==> src/rtl/div_pkg.sv <==
// Shared divider types: operand/tag widths and the packed result record
// carried from the divider wrapper into the completion buffer.
package div_pkg;

  localparam int unsigned DIV_DATA_W = 64;
  localparam int unsigned DIV_USR_W  = 5;

  typedef struct packed {
    logic [DIV_DATA_W-1:0] quotient;
    logic [DIV_DATA_W-1:0] remainder;
    logic [DIV_USR_W-1:0]  usr;
    logic                  div_by_zero;
  } div_result_t;

  localparam int unsigned DIV_RESULT_W = $bits(div_result_t);

endpackage

==> src/rtl/sync_fifo.sv <==
// Single-clock FIFO: flop array with registered write and asynchronous head read.
// A write into a full FIFO is accepted only when a read happens in the same cycle.
module sync_fifo #(
  parameter int unsigned WIDTH = 8,
  parameter int unsigned DEPTH = 8,
  localparam int unsigned AW = $clog2(DEPTH),
  localparam int unsigned CW = AW + 1
) (
  input  logic             clock,
  input  logic             reset,
  input  logic             wr_en,
  input  logic [WIDTH-1:0] wr_data,
  input  logic             rd_en,
  output logic [WIDTH-1:0] rd_data,
  output logic [CW-1:0]    count,
  output logic [CW-1:0]    count_next,
  output logic             full,
  output logic             empty
);

  logic [WIDTH-1:0] mem [DEPTH];
  logic [AW-1:0]    wr_ptr;
  logic [AW-1:0]    rd_ptr;
  logic             do_wr;
  logic             do_rd;

  assign full    = (count == CW'(DEPTH));
  assign empty   = (count == '0);
  assign rd_data = mem[rd_ptr];

  always_comb begin
    do_rd      = rd_en && !empty;
    do_wr      = wr_en && (!full || do_rd);
    count_next = count + CW'(do_wr) - CW'(do_rd);
  end

  // Pointers wrap naturally because DEPTH is a power of two.
  always_ff @(posedge clock) begin
    if (reset) begin
      wr_ptr <= '0;
      rd_ptr <= '0;
      count  <= '0;
    end else begin
      if (do_wr) wr_ptr <= wr_ptr + AW'(1);
      if (do_rd) rd_ptr <= rd_ptr + AW'(1);
      count <= count_next;
    end
  end

  always_ff @(posedge clock) begin
    if (do_wr) mem[wr_ptr] <= wr_data;
  end

endmodule

==> src/rtl/div64_result_buf.sv <==
// Completion buffer behind the pipelined divider: queues result pulses in order,
// hands them out over valid/ready and raises stop early enough to absorb in-flight results.
module div64_result_buf
  import div_pkg::*;
#(
  parameter int unsigned DATA_W = DIV_DATA_W,
  parameter int unsigned USR_W  = DIV_USR_W,
  parameter int unsigned DEPTH  = 8,
  parameter int unsigned SKID   = 2,
  localparam int unsigned CW = $clog2(DEPTH) + 1
) (
  input  logic              clock,
  input  logic              reset,
  input  logic              io_in_en,
  input  logic [DATA_W-1:0] io_in_quotient,
  input  logic [DATA_W-1:0] io_in_remainder,
  input  logic [USR_W-1:0]  io_in_usr,
  input  logic              io_in_div_by_zero,
  output logic              io_stop,
  output logic              io_out_valid,
  input  logic              io_out_ready,
  output logic [DATA_W-1:0] io_out_quotient,
  output logic [DATA_W-1:0] io_out_remainder,
  output logic [USR_W-1:0]  io_out_usr,
  output logic              io_out_div_by_zero,
  output logic [CW-1:0]     io_count,
  output logic              io_overflow
);

  localparam logic [CW-1:0] STOP_AT = CW'(DEPTH - SKID);

  div_result_t     in_word;
  div_result_t     head_word;
  logic [CW-1:0]   count_next;
  logic            full;
  logic            empty;
  logic            deq;
  logic            drop;

  always_comb begin
    in_word.quotient    = DIV_DATA_W'(io_in_quotient);
    in_word.remainder   = DIV_DATA_W'(io_in_remainder);
    in_word.usr         = DIV_USR_W'(io_in_usr);
    in_word.div_by_zero = io_in_div_by_zero;
  end

  sync_fifo #(
    .WIDTH (DIV_RESULT_W),
    .DEPTH (DEPTH)
  ) u_fifo (
    .clock      (clock),
    .reset      (reset),
    .wr_en      (io_in_en),
    .wr_data    (in_word),
    .rd_en      (io_out_ready),
    .rd_data    (head_word),
    .count      (io_count),
    .count_next (count_next),
    .full       (full),
    .empty      (empty)
  );

  assign io_out_valid = !empty;
  assign deq          = io_out_valid && io_out_ready;
  assign drop         = io_in_en && full && !deq;

  // Head fields read as zero while the buffer is empty (including after reset).
  always_comb begin
    io_out_quotient    = '0;
    io_out_remainder   = '0;
    io_out_usr         = '0;
    io_out_div_by_zero = 1'b0;
    if (io_out_valid) begin
      io_out_quotient    = DATA_W'(head_word.quotient);
      io_out_remainder   = DATA_W'(head_word.remainder);
      io_out_usr         = USR_W'(head_word.usr);
      io_out_div_by_zero = head_word.div_by_zero;
    end
  end

  always_ff @(posedge clock) begin
    if (reset) begin
      io_stop     <= 1'b0;
      io_overflow <= 1'b0;
    end else begin
      io_stop <= (count_next >= STOP_AT);
      if (drop) io_overflow <= 1'b1;
    end
  end

endmodule

==> config.mk <==
export PLATFORM = sky130hd
export DESIGN_NAME = div64_result_buf
export DESIGN_NICKNAME = d
export VERILOG_FILES = /design/src/rtl/div_pkg.sv /design/src/rtl/sync_fifo.sv /design/src/rtl/div64_result_buf.sv
export SDC_FILE = /design/constraint.sdc
export NUM_CORES = 1
export LEC_CHECK = 0
export CORE_MARGIN = 5
export CORE_UTILIZATION = 61
export CTS_BUF_LIST = sky130_fd_sc_hd__clkbuf_2 sky130_fd_sc_hd__clkbuf_4 sky130_fd_sc_hd__clkbuf_8
export CTS_CLUSTER_DIAMETER = 100
export DETAILED_ROUTE_END_ITERATION = 6
export PLACE_DENSITY = 0.87
export SETUP_SLACK_MARGIN = 0.1
export SYNTH_ARGS = -nofsm -noshare
export SYNTH_HDL_FRONTEND = slang
export SYNTH_SLANG_ARGS = --single-unit
==> constraint.sdc <==
create_clock -name clock -period 22.3 [get_ports clock]
set_input_delay 4.46 -clock clock [delete_from_list [all_inputs] [get_ports clock]]
set_output_delay 4.46 -clock clock [all_outputs]
set_load 0.05 [all_outputs]
After elaboration in Yosys (flattened, before gate mapping)
Memories as Yosys holds them, arrays and structs flattened. A register that Yosys moved wholly into a read port is not among the register bits.
Cells that the tools add are included.
{ "totals": {"ff_bits": 12, "memories": 1, "elab_cells": 29, "mem_bits_rw": 1072} }
{ "op_classes": {"addsub": 4, "mux": 8, "magnitude_cmp": 1, "n_reduce_logical": 9, "eq_ne": 1} }
{ "mem_list": {"columns": ["name", "depth", "width", "rd", "rd_ports_with_merged_regs", "wr", "line_no", "source"], "rows": [
  ["u_fifo.mem", 8, 134, 1, 1, 1, "sync_fifo.sv:21", "logic [WIDTH-1:0] mem [DEPTH];"]
]} }
{ "op_table": {"columns": ["cell", "count"], "rows": [
  ["2-to-1 mux 64 bit", 2],
  ["adder 3 x 1 -> 3 bit (second input constant)", 2],
  ["2-to-1 mux 3 bit", 2],
  ["2-to-1 mux 5 bit", 1],
  ["adder 4 x 1 -> 4 bit", 1],
  ["equality test 4 bit (second input constant)", 1],
  ["greater-or-equal comparator 4 x 3 -> 1 bit (second input constant)", 1],
  ["logical AND 1 bit", 4],
  ["zero test 4 bit", 1],
  ["subtractor 4 x 1 -> 4 bit", 1],
  ["zero test 1 bit", 3],
  ["2-to-1 mux 1 bit", 3],
  ["logical OR 1 bit", 1]
]} }

Longest topological paths before layout
Gate-level depths: netlist of the first run.
{ "depth": {"depth_word": 8, "ltp_mapped": 11} }

Cells and area by module
Synthesis of the first run repeated with hierarchy kept, for this count alone.
{ "hier_totals": {"hier_cells": 1797, "hier_area_um2": 42151.7} }
{ "modules_own_cells": {"columns": ["module", "seq_area_each_um2", "area_per_inst_um2", "n_inst", "cells_each"], "rows": [
  ["sync_fifo", 32451.1, 41023.1, 1, 1640],
  ["div64_result_buf", 40.0, 1128.6, 1, 157]
]} }

Worst setup path before layout of the first run
No wires, ideal clock.
{ "synth_timing": {"path_kind": "input port to flip-flop", "from": "input port io_out_ready", "to": "memory u_fifo.mem[0][0] in the netlist's numbering (enable)", "path_stages": 3, "slack_ns": 3.904, "arrival_ns": 17.440, "n_path_buf": 0, "setup_time_ns": 0.956, "path_cell_list": "nor2b_1 -> o31ai_4 -> nor4_1"} }
{ "synth_between": {"elab_chain_cells": 5} }
{ "synth_lines": {"columns": ["element", "line_no", "source"], "rows": [
  ["from (decl)", "div64_result_buf.sv:21", "input logic io_out_ready,"],
  ["logical AND 1 bit", "sync_fifo.sv:32", "do_rd = rd_en && !empty;"],
  ["logical OR 1 bit", "sync_fifo.sv:33", "do_wr = wr_en && (!full || do_rd);"],
  ["logical AND 1 bit", "sync_fifo.sv:33", null],
  ["2-to-1 mux 1 bit", "sync_fifo.sv:51", "if (do_wr) mem[wr_ptr] <= wr_data;"],
  ["2-to-1 mux 1 bit (implied by the code)", "sync_fifo.sv:51", null],
  ["to (decl)", "sync_fifo.sv:21", null]
]} }
No other way between the ends.

==> qor.log, run 1 <==
qor: clock_tree.cts-buffers-inserted 163
qor: die.fp.dieW 268.6 um
qor: critical_path.crit_path_start_kind flop
qor: grt.grt_util_all_layers 0.2364
qor: clock_tree.tritoncts_num_sinks 1087
qor: routing.drt_first_pass_iters 7
qor: cells_and_area.areaGrowthSynthToFinish 16.72%
qor: die.pin_count 279
qor: die.die_area 0.07212 sq mm
qor: cells_and_area.layout-drive-gt1-share 0.2617
qor: yosys.postSynthCellCount 1657
qor: yosys.synth_warnings 0
qor: routing.route.detailed.drc 0
qor: critical_path.worstSetupEndpointType output pin
qor: clock_tree.post-cts-setup-buffers 0
qor: routing.route.vias.total 19223
qor: placement.routabilityCongestion 0.7376
qor: clock_tree.ctsHoldBuffers 0
qor: yosys.yosys.cell_count.top_type sky130_fd_sc_hd__edfxtp_1
qor: placement.estimated_wirelength_of_the_detail_placed_design 45320 um
qor: placement.placed_cells_incl_taps 2741
qor: yosys.ys_types 39
qor: cells_and_area.layout.core_utilization 0.7214
qor: placement.io_buffer_count 278
qor: die.initial_core_util 0.6181
qor: cells_and_area.numnets_final 2188
qor: clock_tree.post_cts_resized 0
qor: sta.relative_max_transition_margin 0.1931
qor: yosys.synth_sequential_area_ratio 0.7967
qor: routing.finalWirelength 84620 um
qor: critical_path.crit_fanout 54
qor: job.max_capacitance_violation_count 0
qor: yosys.yosys-top-cells-area sky130_fd_sc_hd__edfxtp_1 (79%), sky130_fd_sc_hd__mux4_2 (15%), sky130_fd_sc_hd__a22o_1 (2.9%)
qor: yosys.ys_dominant_reg_cell sky130_fd_sc_hd__edfxtp_1
qor: clock_tree.clkTransAtPathRegs 0.06 ns
qor: sta.worst_slew_pin_slew 1.191 ns
qor: yosys.syn-mean-instance-area 24.61 sq um
qor: die.dieHeight 268.6 um
qor: yosys.async_reset_ff_frac 0
qor: clock_tree.cts_htree_levels 4
qor: yosys.synth_fp_nets 1803
qor: die.number_of_cell_rows 94
qor: grt.grt_pass1_wl 126100 um
qor: power_and_ir_drop.power.total 0.005581 W
qor: clock_tree.max_clock_buf_depth 3
qor: yosys.synth_top_area_cell sky130_fd_sc_hd__edfxtp_1
qor: yosys.yosysTopAreaCellShare 0.7894
qor: sta.max_clock_freq 103.1 MHz
qor: critical_path.timing.critical_path.slowest_cell_delay 0.96 ns
qor: critical_path.critical-path-top-cell-by-count sky130_fd_sc_hd__buf_4
qor: run_status.run_status complete, no violations
qor: power_and_ir_drop.p_per_area 117.3 mW/mm^2
qor: sta.clock_skew 0.02907 ns
qor: routing.ant_nets 0
qor: sta.setup_violations 0
qor: clock_tree.clock_root_buffer sky130_fd_sc_hd__clkbuf_8
qor: critical_path.cp_slowest_cell sky130_fd_sc_hd__buf_4
qor: routing.vias_per_cell 6.325
qor: power_and_ir_drop.vdd.ir_drop.worst 0.1314 mV
qor: grt.globalRoute.totalOverflow 0
qor: yosys.synth-seq-cells 1087
qor: sta.slew_violations 0
qor: routing.detail_route.wl_per_cell 27.84 um
qor: grt.number_of_antenna_violations_at_the_first_check_in_global_routing 20
qor: grt.grt_pass1_vias 20529
qor: sta.period_needed 9.698 ns
qor: worst_hold_path.min-delay-path-class reg -> reg
qor: grt.grt_max_degree 128
qor: sta.hold_viol 0
qor: critical_path.worst-setup-path-type reg -> out
qor: clock_tree.tritoncts done
qor: yosys.synth_enable_flop_cells 1072
qor: power_and_ir_drop.p_leak 15.02 nW
qor: clock_tree.worst_skew_pair.late_latency 0.78 ns
qor: critical_path.worst_ep_arrival 5.24 ns
qor: die.core_area 0.06598 sq mm
qor: critical_path.ordered_list_of_cells_on_the_worst_path buf_4 > buf_4 > mux4_2 > a22o_1 > clkdlybuf4s50_1
qor: yosys.netlist_top_cells_count sky130_fd_sc_hd__edfxtp_1 (1072), sky130_fd_sc_hd__mux4_2 (268), sky130_fd_sc_hd__a22o_1 (134), sky130_fd_sc_hd__clkbuf_1 (28), sky130_fd_sc_hd__buf_2 (20)
qor: sta.final_min_period_over_clock_period 0.4349
qor: yosys.post_synth_instance_area 0.04078 sq mm
qor: routing.drt_first_iter_violations 1953
qor: critical_path.worst_ep_required_time 17.84 ns
qor: sta.fin_setup_tns 0 ns
qor: sta.grt_setup_unrepaired false
qor: cells_and_area.post_layout_nonfiller_instances 3039
## area by class of cell
| class | count | area (sq um) |
|---|---|---|
| sequential | 1087 | 32500 |
| timing repair buffer | 311 | 3068 |
| inverter | 10 | 37.54 |
| tap | 864 | 1081 |
| fill | 3525 | 18380 |
| antenna | 16 | 40.04 |
| clock buffer | 218 | 2681 |
| multi-input combinational | 469 | 7764 |
| clock inverter | 64 | 426.7 |
## where the power goes
part | internal (W) | switching (W) | total [W]
sequential | 0.00237 | 0.0000484 | 0.00241
clock | 0.000817 | 0.000716 | 0.00153
combinational | 0.000614 | 0.00102 | 0.00163
## cell families (layout without fill, tap and decap cells)
group	Yosys count	count (layout)	share of synthesized area
XOR/XNOR	1	1	0.0002148
multiplexers	272	272	0.1491
AO/OA/AOI/OAI	152	152	0.03209
other	0	16	0
buffers and inverters	101	603	0.01433
AND/OR/NAND/NOR	36	36	0.004909
flip-flops	1087	1087	0.7967
adder cells (fa/ha/maj)	8	8	0.002639
## cell usage in the layout, fill, tap and decap left out, types with 2 or more instances in the layout
cell type                         count
sky130_fd_sc_hd__clkinv_2             9
sky130_fd_sc_hd__clkinvlp_4           7
sky130_fd_sc_hd__clkbuf_8           167
sky130_fd_sc_hd__diode_2             16
sky130_fd_sc_hd__mux2_2               3
sky130_fd_sc_hd__dfxtp_1             13
sky130_fd_sc_hd__clkbuf_4            51
sky130_fd_sc_hd__o21ai_0              4
sky130_fd_sc_hd__nand2b_1             3
sky130_fd_sc_hd__nor2b_1              5
sky130_fd_sc_hd__nor3_2               4
sky130_fd_sc_hd__buf_4               30
sky130_fd_sc_hd__bufinv_16            3
sky130_fd_sc_hd__clkinv_8             4
sky130_fd_sc_hd__nor2_1               5
sky130_fd_sc_hd__buf_12               3
sky130_fd_sc_hd__inv_6                4
sky130_fd_sc_hd__ha_1                 7
sky130_fd_sc_hd__a21oi_1              5
sky130_fd_sc_hd__nand2_1              4
sky130_fd_sc_hd__clkdlybuf4s50_1    278
sky130_fd_sc_hd__a22o_1             134
sky130_fd_sc_hd__inv_1                9
sky130_fd_sc_hd__edfxtp_1          1072
sky130_fd_sc_hd__nand3_1              4
sky130_fd_sc_hd__dfxtp_4              2
sky130_fd_sc_hd__mux4_2             268
sky130_fd_sc_hd__nor2_4               4
sky130_fd_sc_hd__clkinv_1            37
## metrics by stage
step                hold WS (ns)  cell area [sq um]  worst slack (ns)
global placement          0.4796              44450             13.32
finish                    0.5097              47600             12.60
CTS                       0.5021              47560             12.37
detailed placement        0.4786              44450             13.26
floorplan                 0.4930              40780             3.904
global route              0.5564              47570             12.06
## per-layer routing
layer | share of wire | wire length [um] | global-route usage
met2 | 0.51 | 43520 | 0.3808
met4 | 0.020 | 1688 | 0.07244
met5 | 0.00057 | 48 | 0
met1 | 0.38 | 32440 | 0.3295
met3 | 0.082 | 6918 | 0.06032
## worst paths after layout
path	from	to	slack, ns	depth (start not counted)
min reg2reg	io_overflow$_SDFFE_PP0P_	io_overflow$_SDFFE_PP0P_	0.51	2
min	io_overflow$_SDFFE_PP0P_	io_overflow$_SDFFE_PP0P_	0.51	2
max reg2reg	u_fifo.count[2]$_SDFF_PP0_	u_fifo.mem[4][82]$_DFFE_PP_	18.75	7
max	flop	io_out_quotient[57]	12.60	5
## worst max-delay path, delay by kind of cell (launching register included)
family / cells / cell delay [ns]
mux: 1 / 0.63
buf+inv: 3 / 2.55
flops: 1 / 0.89
compound gates: 1 / 0.27
## sequential cells by signal, summed over array words and instances, names as in the netlist, named ones only
register       cells
io_stop            1
u_fifo.wr_ptr      3
u_fifo.count       4
u_fifo.mem      1072
u_fifo.rd_ptr      3
io_overflow        1
Power figures use the tool's default switching activity.
==> inputs of run 2 (changes only) <==
--- a/config.mk
+++ b/config.mk
@@ -6,11 +6,11 @@
 export NUM_CORES = 1
 export LEC_CHECK = 0
 export CORE_MARGIN = 5
-export CORE_UTILIZATION = 61
+export CORE_UTILIZATION = 55
 export CTS_BUF_LIST = sky130_fd_sc_hd__clkbuf_2 sky130_fd_sc_hd__clkbuf_4 sky130_fd_sc_hd__clkbuf_8
 export CTS_CLUSTER_DIAMETER = 100
 export DETAILED_ROUTE_END_ITERATION = 6
-export PLACE_DENSITY = 0.87
+export PLACE_DENSITY = 0.83
 export SETUP_SLACK_MARGIN = 0.1
 export SYNTH_ARGS = -nofsm -noshare
 export SYNTH_HDL_FRONTEND = slang
==> constraint.sdc (replaced) <==
create_clock -name clock -period 8.04 [get_ports clock]
set_input_delay 1.608 -clock clock [delete_from_list [all_inputs] [get_ports clock]]
set_output_delay 1.608 -clock clock [all_outputs]
set_load 0.05 [all_outputs]
==> run 2 against run 1 <==
  * Core utilization is 6.7 points lower
  * Die area increased by 10%
  * Critical path depth up 3
  * Non-clock buffer count shrank 10
  * Hold slack got worse by 0.026 ns
==> qor.log, run 2 (synthesis gave the netlist of run 1 again) <==
qor: die.fp.dieW 282.3 um
qor: grt.grt_util_all_layers 0.2123
qor: cells_and_area.mostFrequentLayoutCell sky130_fd_sc_hd__edfxtp_1
qor: clock_tree.clock_root_buffer sky130_fd_sc_hd__clkbuf_8
qor: sta.period_needed 6.155 ns
qor: clock_tree.tritoncts_num_sinks 1087
qor: sta.timing.hold.ws 0.4842 ns
qor: critical_path.worst-setup-path-type reg -> out
qor: die.number_of_cell_rows 99
qor: die.initial_core_util 0.5571
qor: job.max_capacitance_violation_count 0
qor: power_and_ir_drop.cellInternalPower 0.01065 W
qor: sta.hold_viol 0
qor: routing.vias_per_cell 6.089
qor: critical_path.crit_fanout 79
qor: routing.route.vias.total 19100
qor: cells_and_area.final_design_area_no_fill 0.04790 sq mm
qor: critical_path.worstSetupStartpoint u_fifo.count[2]$_SDFF_PP0_
qor: cells_and_area.layout-drive-gt1-share 0.2583
qor: grt.number_of_antenna_violations_at_the_first_check_in_global_routing 15
qor: power_and_ir_drop.p_seq_frac 0.427
qor: routing.ant_nets 0
qor: power_and_ir_drop.switching_share 0.3198
qor: critical_path.worst_ep_arrival 4.55 ns
qor: clock_tree.post_cts_resized 0
qor: critical_path.r2r_setup_slack 4.70 ns
qor: cells_and_area.reg.largest.list u_fifo.mem (1072), u_fifo.count (4)
qor: critical_path.ordered_list_of_cells_on_the_worst_path inv_1 > ha_1 > nor3b_4 > inv_2 > and2_4 > buf_4 > a22o_1 > clkdlybuf4s50_1
qor: clock_tree.tritoncts done
qor: placement.routabilityCongestion 0.7725
qor: critical_path.worst_ep_required_time 6.43 ns
qor: die.dieHeight 282.3 um
qor: power_and_ir_drop.power.switching 0.005005 W
qor: critical_path.crit_end io_out_remainder[47]
qor: critical_path.crit_path_start_kind flop
qor: clock_tree.post-cts-setup-buffers 0
qor: critical_path.worstSetupEndpointType output pin
qor: power_and_ir_drop.vdd.ir_drop.worst 0.3698 mV
qor: routing.drt_first_iter_violations 1684
qor: die.core_area 0.07321 sq mm
qor: power_and_ir_drop.portion_of_total_power_attributed_to_the_clock_network 0.283
qor: power_and_ir_drop.power_frac_comb 0.290
qor: grt.grt_pass1_vias 20542
qor: placement.io_buffer_count 278
qor: placement.placed_cells_incl_taps 2826
qor: sta.fin_setup_tns 0 ns
qor: sta.relative_max_transition_margin 0.1340
qor: critical_path.regToRegEndpoint u_fifo.mem[0][0]$_DFFE_PP_
qor: cells_and_area.register_with_the_most_flip_flops u_fifo.mem
qor: power_and_ir_drop.p_leak 15.08 nW
qor: clock_tree.cts_htree_levels 4
qor: routing.finalWirelength 83500 um
qor: sta.setup_violations 0
qor: clock_tree.max_clock_buf_depth 3
qor: cells_and_area.post_layout_nonfiller_instances 3137
qor: clock_tree.clkTransAtPathRegs 0.06 ns
qor: cells_and_area.largest_reg_flops 1072
qor: placement.estimated_wirelength_of_the_detail_placed_design 44060 um
qor: routing.drt_first_pass_iters 5
qor: routing.route.detailed.drc 0
qor: critical_path.worst_r2r_path_depth 6
qor: sta.grt_setup_unrepaired false
qor: clock_tree.cts-buffers-inserted 166
qor: grt.grt_pass1_wl 125900 um
qor: sta.clock_skew 0.04924 ns
qor: die.die_area 0.07969 sq mm
qor: critical_path.crit-reg2reg-launch u_fifo.count[2]$_SDFF_PP0_
qor: grt.grt_max_degree 155
qor: sta.worst_slew_pin_slew 1.289 ns
qor: critical_path.cp_slowest_cell sky130_fd_sc_hd__and2_4
qor: run_status.run_status complete, no violations
qor: power_and_ir_drop.p_per_area 326.8 mW/mm^2
qor: clock_tree.worst_skew_pair.late_latency 0.80 ns
qor: placement.placed_area 0.04461 sq mm
qor: clock_tree.ctsHoldBuffers 0
qor: critical_path.timing.critical_path.slowest_cell_delay 0.91 ns
qor: cells_and_area.layout_common_cells sky130_fd_sc_hd__edfxtp_1 (1072), sky130_fd_sc_hd__clkdlybuf4s50_1 (278), sky130_fd_sc_hd__mux4_2 (268)
qor: routing.detail_route.wl_per_cell 26.62 um
qor: cells_and_area.areaGrowthSynthToFinish 17.47%
qor: sta.slew_violations 0
qor: sta.final_min_period_over_clock_period 0.7655
qor: die.pin_count 279
qor: sta.max_clock_freq 162.5 MHz
qor: grt.globalRoute.totalOverflow 0
qor: cells_and_area.numnets_final 2181
qor: worst_hold_path.min-delay-path-class reg -> reg
-- run 2: layout make-up --
type	instances	area, sq um
flip-flops and latches	1087	32500
fillers	4423	25300
multi-input cells	469	7779
repair buffers	301	3093
clock buffers	218	2719
well taps	959	1200
clock inverters	83	551.8
inverters	10	37.54
diodes	10	25.02
-- run 2: worst min-delay path by stage --
stage / start / end / slack, ns / cells after the start
after floorplan: u_fifo.rd_ptr[1]$_SDFFE_PP0P_ / flop / 0.49 / 2
after global placement: io_overflow$_SDFFE_PP0P_ / io_overflow$_SDFFE_PP0P_ / 0.46 / 2
after detailed placement: io_overflow$_SDFFE_PP0P_ / io_overflow$_SDFFE_PP0P_ / 0.47 / 2
after CTS: io_overflow$_SDFFE_PP0P_ / io_overflow$_SDFFE_PP0P_ / 0.49 / 2
after global routing: io_overflow$_SDFFE_PP0P_ / io_overflow$_SDFFE_PP0P_ / 0.52 / 2
final: io_overflow$_SDFFE_PP0P_ / io_overflow$_SDFFE_PP0P_ / 0.48 / 2
-- run 2: metrics by stage --
| stage | power [W] | utilization | worst slack (ns) |
|---|---|---|---|
| 2_1_floorplan | 0.009986 | - | -3.843 |
| 3_3_place_gp | 0.01129 | 0.6093 | 2.817 |
| 3_5_place_dp | 0.01138 | 0.6093 | 2.660 |
| 4_1_cts | 0.01582 | 0.6540 | 1.738 |
| 5_1_grt | 0.01628 | 0.6543 | 1.673 |
| 6_report | 0.01565 | 0.6544 | 1.885 |
-- run 2: routing by layer --
metal	routed length (um)	track usage
met1	31850	0.2827
met2	42920	0.3468
met3	6933	0.06174
met4	1732	0.06771
met5	64	0
-- run 2: worst max-delay path, delay by kind of cell, from the launching register on --
| kind | cells | cell delay [ns] |
|---|---|---|
| AO/OA/AOI/OAI | 1 | 0.29 |
| adder cells (fa/ha/maj) | 1 | 0.23 |
| buffers and inverters | 4 | 1.70 |
| flip-flops | 1 | 0.33 |
| AND/OR/NAND/NOR | 2 | 1.09 |
-- run 2: power groups by stage --
stage          clock [W]  sequential (W)  combinational, W
6_report         0.00442         0.00669           0.00454
5_1_grt          0.00483         0.00671           0.00474
4_1_cts          0.00453         0.00669           0.00459
3_5_place_dp           0         0.00681           0.00457
3_3_place_gp           0         0.00678           0.00451
2_1_floorplan          0         0.00684           0.00315
